[src/rtl/index_map_decoder.sv]
// Recovers the base address from a packed value-to-selector-index map, then replays the
// K numbers as a valid/ready stream. Optional check via `define MAP_CONSISTENCY_CHECK_EN.
module index_map_decoder #(
  parameter  int SIZE = 16,
  parameter  int K    = 8,
  localparam int AW   = $clog2(SIZE),
  localparam int IW   = $clog2(K)
) (
  input  logic             clk,
  input  logic             rst_n,
  input  logic             in_valid,
  output logic             in_ready,
  input  logic [SIZE*IW-1:0] in_map,
  output logic             out_valid,
  input  logic             out_ready,
  output logic [AW-1:0]    out_num,
  output logic [IW-1:0]    out_idx,
  output logic             out_last,
  output logic [AW-1:0]    base_addr,
  output logic             base_valid,
  output logic             err_none,
  output logic             err_multi,
  output logic             done
`ifdef MAP_CONSISTENCY_CHECK_EN
  ,
  output logic             err_mismatch
`endif
);

  typedef enum logic [1:0] {IDLE, SCAN, EMIT} state_t;

  state_t              state;
  logic [SIZE*IW-1:0]  map_q;
  logic [AW-1:0]       v;
  logic [AW-1:0]       base_q;
  logic [IW-1:0]       k;
  logic                found;
  logic                multi;

  logic [AW-1:0]       v_next;
  logic [IW-1:0]       ent_v;
  logic [IW-1:0]       ent_n;
  logic                cand;

  // NOTE: every always_comb output gets a value on every path, so no latch is inferred.
  always_comb begin
    v_next = v + AW'(1);  // wraps SIZE-1 back to entry 0
    ent_v  = map_q[int'(v) * IW +: IW];
    ent_n  = map_q[int'(v_next) * IW +: IW];
    cand   = (ent_v == '0) && (ent_n == IW'(1));
  end

  // Stream outputs are forced to zero outside EMIT so they read 0 right after reset.
  assign in_ready  = (state == IDLE);
  assign out_valid = (state == EMIT);
  assign out_idx   = out_valid ? k : '0;
  assign out_num   = out_valid ? base_addr + AW'(k) : '0;
  assign out_last  = out_valid && (k == IW'(K - 1));

  // NOTE: sequential state uses non-blocking assignments only; the captured map is a flat
  // register (not a RAM), so it is cleared by reset along with the rest of the state.
  always_ff @(posedge clk or negedge rst_n) begin
    if (!rst_n) begin
      state      <= IDLE;
      map_q      <= '0;
      v          <= '0;
      base_q     <= '0;
      k          <= '0;
      found      <= 1'b0;
      multi      <= 1'b0;
      base_addr  <= '0;
      base_valid <= 1'b0;
      err_none   <= 1'b0;
      err_multi  <= 1'b0;
      done       <= 1'b0;
`ifdef MAP_CONSISTENCY_CHECK_EN
      err_mismatch <= 1'b0;
`endif
    end else begin
      done <= 1'b0;
      unique case (state)
        IDLE: begin
          if (in_valid && in_ready) begin
            map_q      <= in_map;
            base_valid <= 1'b0;
            err_none   <= 1'b0;
            err_multi  <= 1'b0;
            v          <= '0;
            found      <= 1'b0;
            multi      <= 1'b0;
`ifdef MAP_CONSISTENCY_CHECK_EN
            err_mismatch <= 1'b0;
`endif
            state      <= SCAN;
          end
        end
        SCAN: begin
          if (cand) begin
            if (!found) base_q <= v;
            else        multi  <= 1'b1;
            found <= 1'b1;
          end
          v <= v_next;
          // The final pointer's candidate is folded in here since found/multi lag a cycle.
          if (v == AW'(SIZE - 1)) begin
            if (!found && !cand) begin
              err_none <= 1'b1;
              done     <= 1'b1;
              state    <= IDLE;
            end else if (multi || (found && cand)) begin
              err_multi <= 1'b1;
              done      <= 1'b1;
              state     <= IDLE;
            end else begin
              base_valid <= 1'b1;
              base_addr  <= found ? base_q : v;
              k          <= '0;
              state      <= EMIT;
            end
          end
        end
        EMIT: begin
          if (out_ready) begin
`ifdef MAP_CONSISTENCY_CHECK_EN
            if (map_q[int'(out_num) * IW +: IW] != k) err_mismatch <= 1'b1;
`endif
            if (k == IW'(K - 1)) begin
              done  <= 1'b1;
              state <= IDLE;
            end else begin
              k <= k + IW'(1);
            end
          end
        end
        default: state <= IDLE;
      endcase
    end
  end

endmodule

[config.mk]
export PLATFORM = sky130hd
export DESIGN_NAME = index_map_decoder
export DESIGN_NICKNAME = d
export VERILOG_FILES = /design/src/rtl/index_map_decoder.sv
export SDC_FILE = /design/constraint.sdc
export NUM_CORES = 1
export LEC_CHECK = 0
export BUFFER_PORTS_ARGS = -buffer_cell sky130_fd_sc_hd__buf_2
export CORE_MARGIN = 3
export CORE_UTILIZATION = 45
export CTS_CLUSTER_DIAMETER = 200
export DETAILED_ROUTE_END_ITERATION = 6
export PLACE_DENSITY = 0.7
export SLEW_MARGIN = 25
export SYNTH_ARGS = -nofsm -noshare
export SYNTH_HDL_FRONTEND = slang
export SYNTH_SLANG_ARGS = --single-unit
[constraint.sdc]
create_clock -name clk -period 2.8 [get_ports clk]
set_input_delay 0.42 -clock clk [delete_from_list [all_inputs] [get_ports clk]]
set_output_delay 0.42 -clock clk [all_outputs]
set_load 0.03 [all_outputs]
* Word-level counts from Yosys, hierarchy flattened
Cells that the tools add are included.
** Word-level totals
- Output and inout bits :: 18
- Flip-flop bits (word level) :: 71
** Operators by class
- Shifts and indexed selects :: 2
- Reduce and logical (&&, ||, !) cells :: 23
- Bitwise logic cells :: 2
- Add/sub/neg operators :: 3
- Multiplexer cells :: 41
- $mul :: 2
- Equality and inequality tests :: 16
** Operators by type and width (number)
- indexed part select 48 x 7 -> 3 bit :: 2
- two-way mux 3 bit :: 6
- two-way mux 1 bit :: 17
- inequality test 2 bit (second input constant) :: 8
- AND reduction 4 bit :: 4
- multiplier 4 x 2 -> 6 bit (second input constant) :: 2
- two-way mux 2 bit :: 6
- two-way mux 4 bit :: 3
- one-hot mux 1 bit (2 select lines) :: 6
- AND reduction 5 bit :: 2
- one-hot mux 4 bit (2 select lines) :: 1
- inequality test 2 x 1 -> 1 bit (second input constant) :: 3
- one-hot mux 2 bit (3 select lines) :: 1
- one-hot mux 3 bit (2 select lines) :: 1
- AND reduction 2 bit :: 3
- AND reduction 6 bit :: 1
- logical AND 1 bit :: 5
- adder 4 x 1 -> 4 bit (second input constant) :: 1
- adder 4 x 3 -> 4 bit :: 1
- equality test 4 bit (second input constant) :: 1
- nonzero test 2 bit :: 2
- adder 3 x 1 -> 3 bit (second input constant) :: 1
- equality test 3 x 1 -> 1 bit (second input constant) :: 1
- equality test 3 bit (second input constant) :: 1
- 8 further kinds :: 10

* Longest topological paths before layout
- Depth after elaboration :: 11
- Mapped depth :: 10
- Gate-level depth less buffers :: 8

* Least setup slack after synthesis
Ideal clock, no wire load.
- Path kind :: reg2reg
- Start :: register v[0]
- End :: register base_addr[0]
- Library setup time :: 125 ps
- Required time :: 2675 ps
- Path slack :: 56 ps
- Cell stages (with the launch flop) :: 9
- Data arrival time :: 2619 ps
- Path through :: dfrtp_1 ha_1 mux4_2 clkinv_1 a211oi_1 mux4_2 a21o_1 a211oi_4 mux2_4
** On the way
- Word-level cells in the longest chain between the ends :: 9
- Elaborated cells on any way between the ends :: 17
- Those cells by class :: 1 x add/sub; 2 x mul; 2 x eq/ne; 2 x shift; 1 x mux; 2 x bitwise; 7 x reduce/logical
** Ends and longest elaborated chain
- start: declaration :: line 34 : logic [AW-1:0] v;
- start signal: assignment :: line 103 : v <= v_next;
- adder 4 x 1 -> 4 bit :: line 47 : v_next = v + AW'(1);
- multiplier 4 x 2 -> 6 bit :: line 49 : ent_n = map_q[int'(v_next) * IW +: IW];
- indexed part select 48 x 7 -> 3 bit :: line 49
- equality test 3 x 1 -> 1 bit :: line 50 : cand = (ent_v == '0) && (ent_n == IW'(1));
- logical AND 1 bit :: line 50
- logical AND 1 bit / zero test 1 bit (equally long branches) :: line 110, 106
- logical OR 1 bit / logical AND 1 bit (equally long branches) :: line 110, 106
- NOT 1 bit (no line)
- AND reduction 4 bit (no line)
- end signal: assignment :: line 116 : base_addr <= found ? base_q : v;
- end: declaration :: line 19 : output logic [AW-1:0] base_addr,
Parallel ways exist; a longest one is shown, timed or not.
A chain may end at the register's enable or synchronous reset.

* Final worst setup path
- Start :: register v[0]
- End :: register k[0]
** On the way
- Word-level cells in the longest chain between the ends :: 9
- Elaborated cells on any way between the ends :: 17
- Those cells by class :: 1 x add/sub; 2 x mul; 5 x eq/ne; 2 x shift; 7 x reduce/logical
** Ends and longest elaborated chain
- adder 4 x 1 -> 4 bit :: line 47
- multiplier 4 x 2 -> 6 bit :: line 49
- indexed part select 48 x 7 -> 3 bit :: line 49
- equality test 3 x 1 -> 1 bit :: line 50
- logical AND 1 bit :: line 50
- logical AND 1 bit / zero test 1 bit (equally long branches) :: line 110, 106
- logical OR 1 bit / logical AND 1 bit (equally long branches) :: line 110, 106
- inequality test 2 bit (no line)
- AND reduction 6 bit (no line) *
- end signal: assignment :: line 131 : k <= k + IW'(1);
- end: declaration :: line 36 : logic [IW-1:0] k;
Mark *: on every way between the ends. The rest lies on a longest branch, timed or not.

==> qor.csv <==
metric,value,unit
die width,95.89,um
Peak VDD IR,0.4445,mV
CP dominant cell by count,mux4_2,
arrival time worst endpoint,3.09,ns
post-synth top area share,48.86,%
# rows,32,
nets@finish,446,
Worst Hold Class,in -> async,
metal3 WL,495,um
Slew @ Worst Pin,0.6557,ns
WL/cell,15.35,um
detail-routed via count per cell,5.373,
# diodes,0,
first-pass GRT wire length,12.24,mm
synthesized flop and latch total,71,
internal reg-to-reg setup slack,-0.06,ns
failing checks,negative setup slack,
pre-CTS setup slack,-0.005792,ns
initial core utilization,46.81,%
First-pass DRT Iterations,4,
# setup viols final,5,
Mapped Cells,311,
CTS Buffer Depth,2,
vias,2633,
Die Y-Extent,95.89,um
final setup TNS,-0.1414,ns
Most used DFF post-synth,dfrtp_1,
worst stage delay on the critical path,0.52,ns
max-slew violations,0,
biggest area consumer among synthesized cells,dfrtp_1,
outcome,"complete, but fails checks",
Post-DP HPWL,5.388,mm
Syn Nets,373,
Slew HR,56.13,%
Leak,1.988,nW
grt ovf,0,
Power Density,968.1,nW/um^2
Synth async-reset ratio,100.0,%
setup ws final,-0.06421,ns
"EDFF count, synth",0,
antenna violations before repair,0,
WP data required,3.02,ns
CP Cell Sequence,ha_4 > mux4_2 > inv_2 > a211oi_2 > mux4_2 > buf_4 > a2111oi_4 > a211oi_4 > mux2_4,
core area,7767,um^2
CTS tree,yes,
RSZ-0062 raised after global routing,yes,
Startpoint Class,flip-flop,
layout cells sized above 1,40.46,%
Max H-tree Level,3,
met1 WL,3.358,mm
Worst Skew,0.004721,ns
# DRC,0,
Yosys cell types,47,
hold buffer count at CTS,0,
Met2 Wirelength,3.565,mm
R2R cell count,9,
mapped cell area,3636,um^2
CTS Sinks,71,
cts bufs inserted,9,
die area,9195,um^2
"Hold Vio Cnt, Final",0,
"Clk Latency, worst-skew pair",0.33,ns
Peak Freq,349.1,MHz
Root Buffer,clkbuf_8,
"Avg Cell Area, Syn",11.69,um^2
type of the worst setup path,reg -> reg,
DRT antenna net count,0,
CP max-delay cell,mux4_2,
register area share after synthesis,48.86,%
crit path from,v[0],
overall routing resource usage,17.36,%
main area contributors after synthesis,"dfrtp_1 49%, mux2_2 15%, ha_1 3.1%",
period utilization,102.3,%
Ports,70,
Fill cells,686,
GP Congestion,0.8390,
crit-path max FO,4,
CP endpoint kind,flip-flop,
Layout area overhead,19.75,%
top sig layer,met4,
drt initial violations,126,
largest net degree at the start of global routing,72,
clock-pin slew on the worst setup and hold paths,0.07,ns
r2r startpoint,v[0],
I/O Buffers,69,
number of global-route vias before repair,2535,
"wirelength, routed",7.521,mm
Tmin final,2.864,ns
max-cap violation count,0,
Ys Warns,0,
==> report_power, final <==
group          leakage [nW]  switching (W)  total [W]  internal, W
Sequential            0.874       0.000348    0.00179      0.00144
Combinational          1.02       0.000827    0.00168     0.000850
Clock                0.0942       0.000363   0.000749     0.000386
==> through the flow <==
stage / instance area [um^2] / hold slack (ns) / power (W) / cells / util (%)
2_1_floorplan: 3636 / 0.1244 / 0.002942 / 311 / -
6_report: 4354 / 0.09865 / 0.004215 / 490 / 56.06
3_5_place_dp: 4106 / 0.4748 / 0.003352 / 473 / 52.87
4_1_cts: 4309 / 0.1072 / 0.004147 / 488 / 55.48
3_3_place_gp: 4106 / 0.4672 / 0.003302 / 473 / 52.87
5_1_grt: 4354 / 0.1065 / 0.004513 / 490 / 56.06
==> cell type report <==
cell class              count  area, um^2  area share [%]
flip-flops and latches     71        1777           40.80
clock buffers              12       165.2           3.793
repair buffers             79       449.2           10.32
multi-input cells         210        1769           40.63
well taps                 102       127.6           2.931
inverters                  13       48.80           1.121
clock inverters             3       17.52          0.4023
==> kinds of logic (layout without fill, tap and decap cells) <==
group | Yosys count | after routing | synth area share [%]
buf+inv | 30 | 107 | 3.819
fa+ha+maj | 10 | 10 | 3.648
flops | 71 | 71 | 48.86
xor+xnor | 4 | 4 | 0.9637
mux | 64 | 64 | 20.54
compound gates | 53 | 53 | 10.43
simple gates | 79 | 79 | 11.73
==> registers in the layout (all words and copies together) (netlist names) <==
| register | cells |
|---|---|
| v | 4 |
| err_none | 1 |
| state | 2 |
| done | 1 |
| base_valid | 1 |
| err_multi | 1 |
| k | 3 |
| found | 1 |
| base_addr | 4 |
| multi | 1 |
| base_q | 4 |
| map_q | 48 |
==> Yosys cell counts (2+ instances only) <==
library cell and n:
a211oi_1 2, a21o_1 2, a21oi_1 8, a22o_1 2, a311oi_1 4, a31oi_1 3
and2_1 10, and3_1 2, buf_2 3, buf_6 3, clkbuf_1 11, dfrtp_1 71
ha_1 9, inv_1 12, mux2_1 5, mux2_2 48, mux2_4 3, mux2i_1 6
mux4_2 2, nand2_1 19, nand2b_1 2, nand3_1 5, nor2_1 13, nor2b_1 2
nor3_1 7, nor3b_1 2, nor4_1 6, nor4b_1 9, o2111ai_1 3, o21ai_0 17
o31ai_1 2, xnor2_1 3
==> cells in the final DEF, fill, tap and decap left out, types with 3 or more instances in the layout <==
cell type,n
o2111ai_1,3
buf_4,7
nand2_1,18
nor3_1,7
mux2_1,4
a311oi_1,4
nor4_1,6
a21oi_1,8
mux2i_1,6
nor2_1,13
mux2_4,4
clkbuf_8,12
inv_1,12
buf_2,69
dfrtp_1,71
a31oi_1,3
xnor2_1,3
nor4b_1,9
o21ai_0,17
nand3_1,5
and2_1,10
ha_1,8
mux2_2,48
==> worst max-delay path, delay by kind of cell, from the launching register on <==
kind	cells	cell delay, ns
multiplexers	3	1.33
adder cells (fa/ha/maj)	1	0.29
AO/OA/AOI/OAI	3	0.47
buffers and inverters	2	0.24
flip-flops	1	0.42
==> routing by layer <==
metal  track usage [%]  vias to the layer above
met2             27.62                       85
met4             5.213                        0
li1                  -                     1281
met3             5.238                       10
met5                 0                        -
met1             22.89                     1257
==> final timing paths <==
kind / to
min in group clk: map_q[30]
max in group asynchronous: map_q[33]
min: state[0]
max reg2reg: k[0]
min reg2reg: base_q[1]
max: k[0]
==> repair_timing <==
| action | 4_1_cts | 5_1_grt |
|---|---|---|
| endpoints found under the hold margin | 0 | 0 |
| endpoints found under the setup margin | 5 | 10 |
| buffers inserted | 0 | 2 |
| pin swaps | 0 | 1 |
| gates cloned | 0 | 0 |
| resized for setup | 2 | 6 |
(Power assumes the default switching activity.)
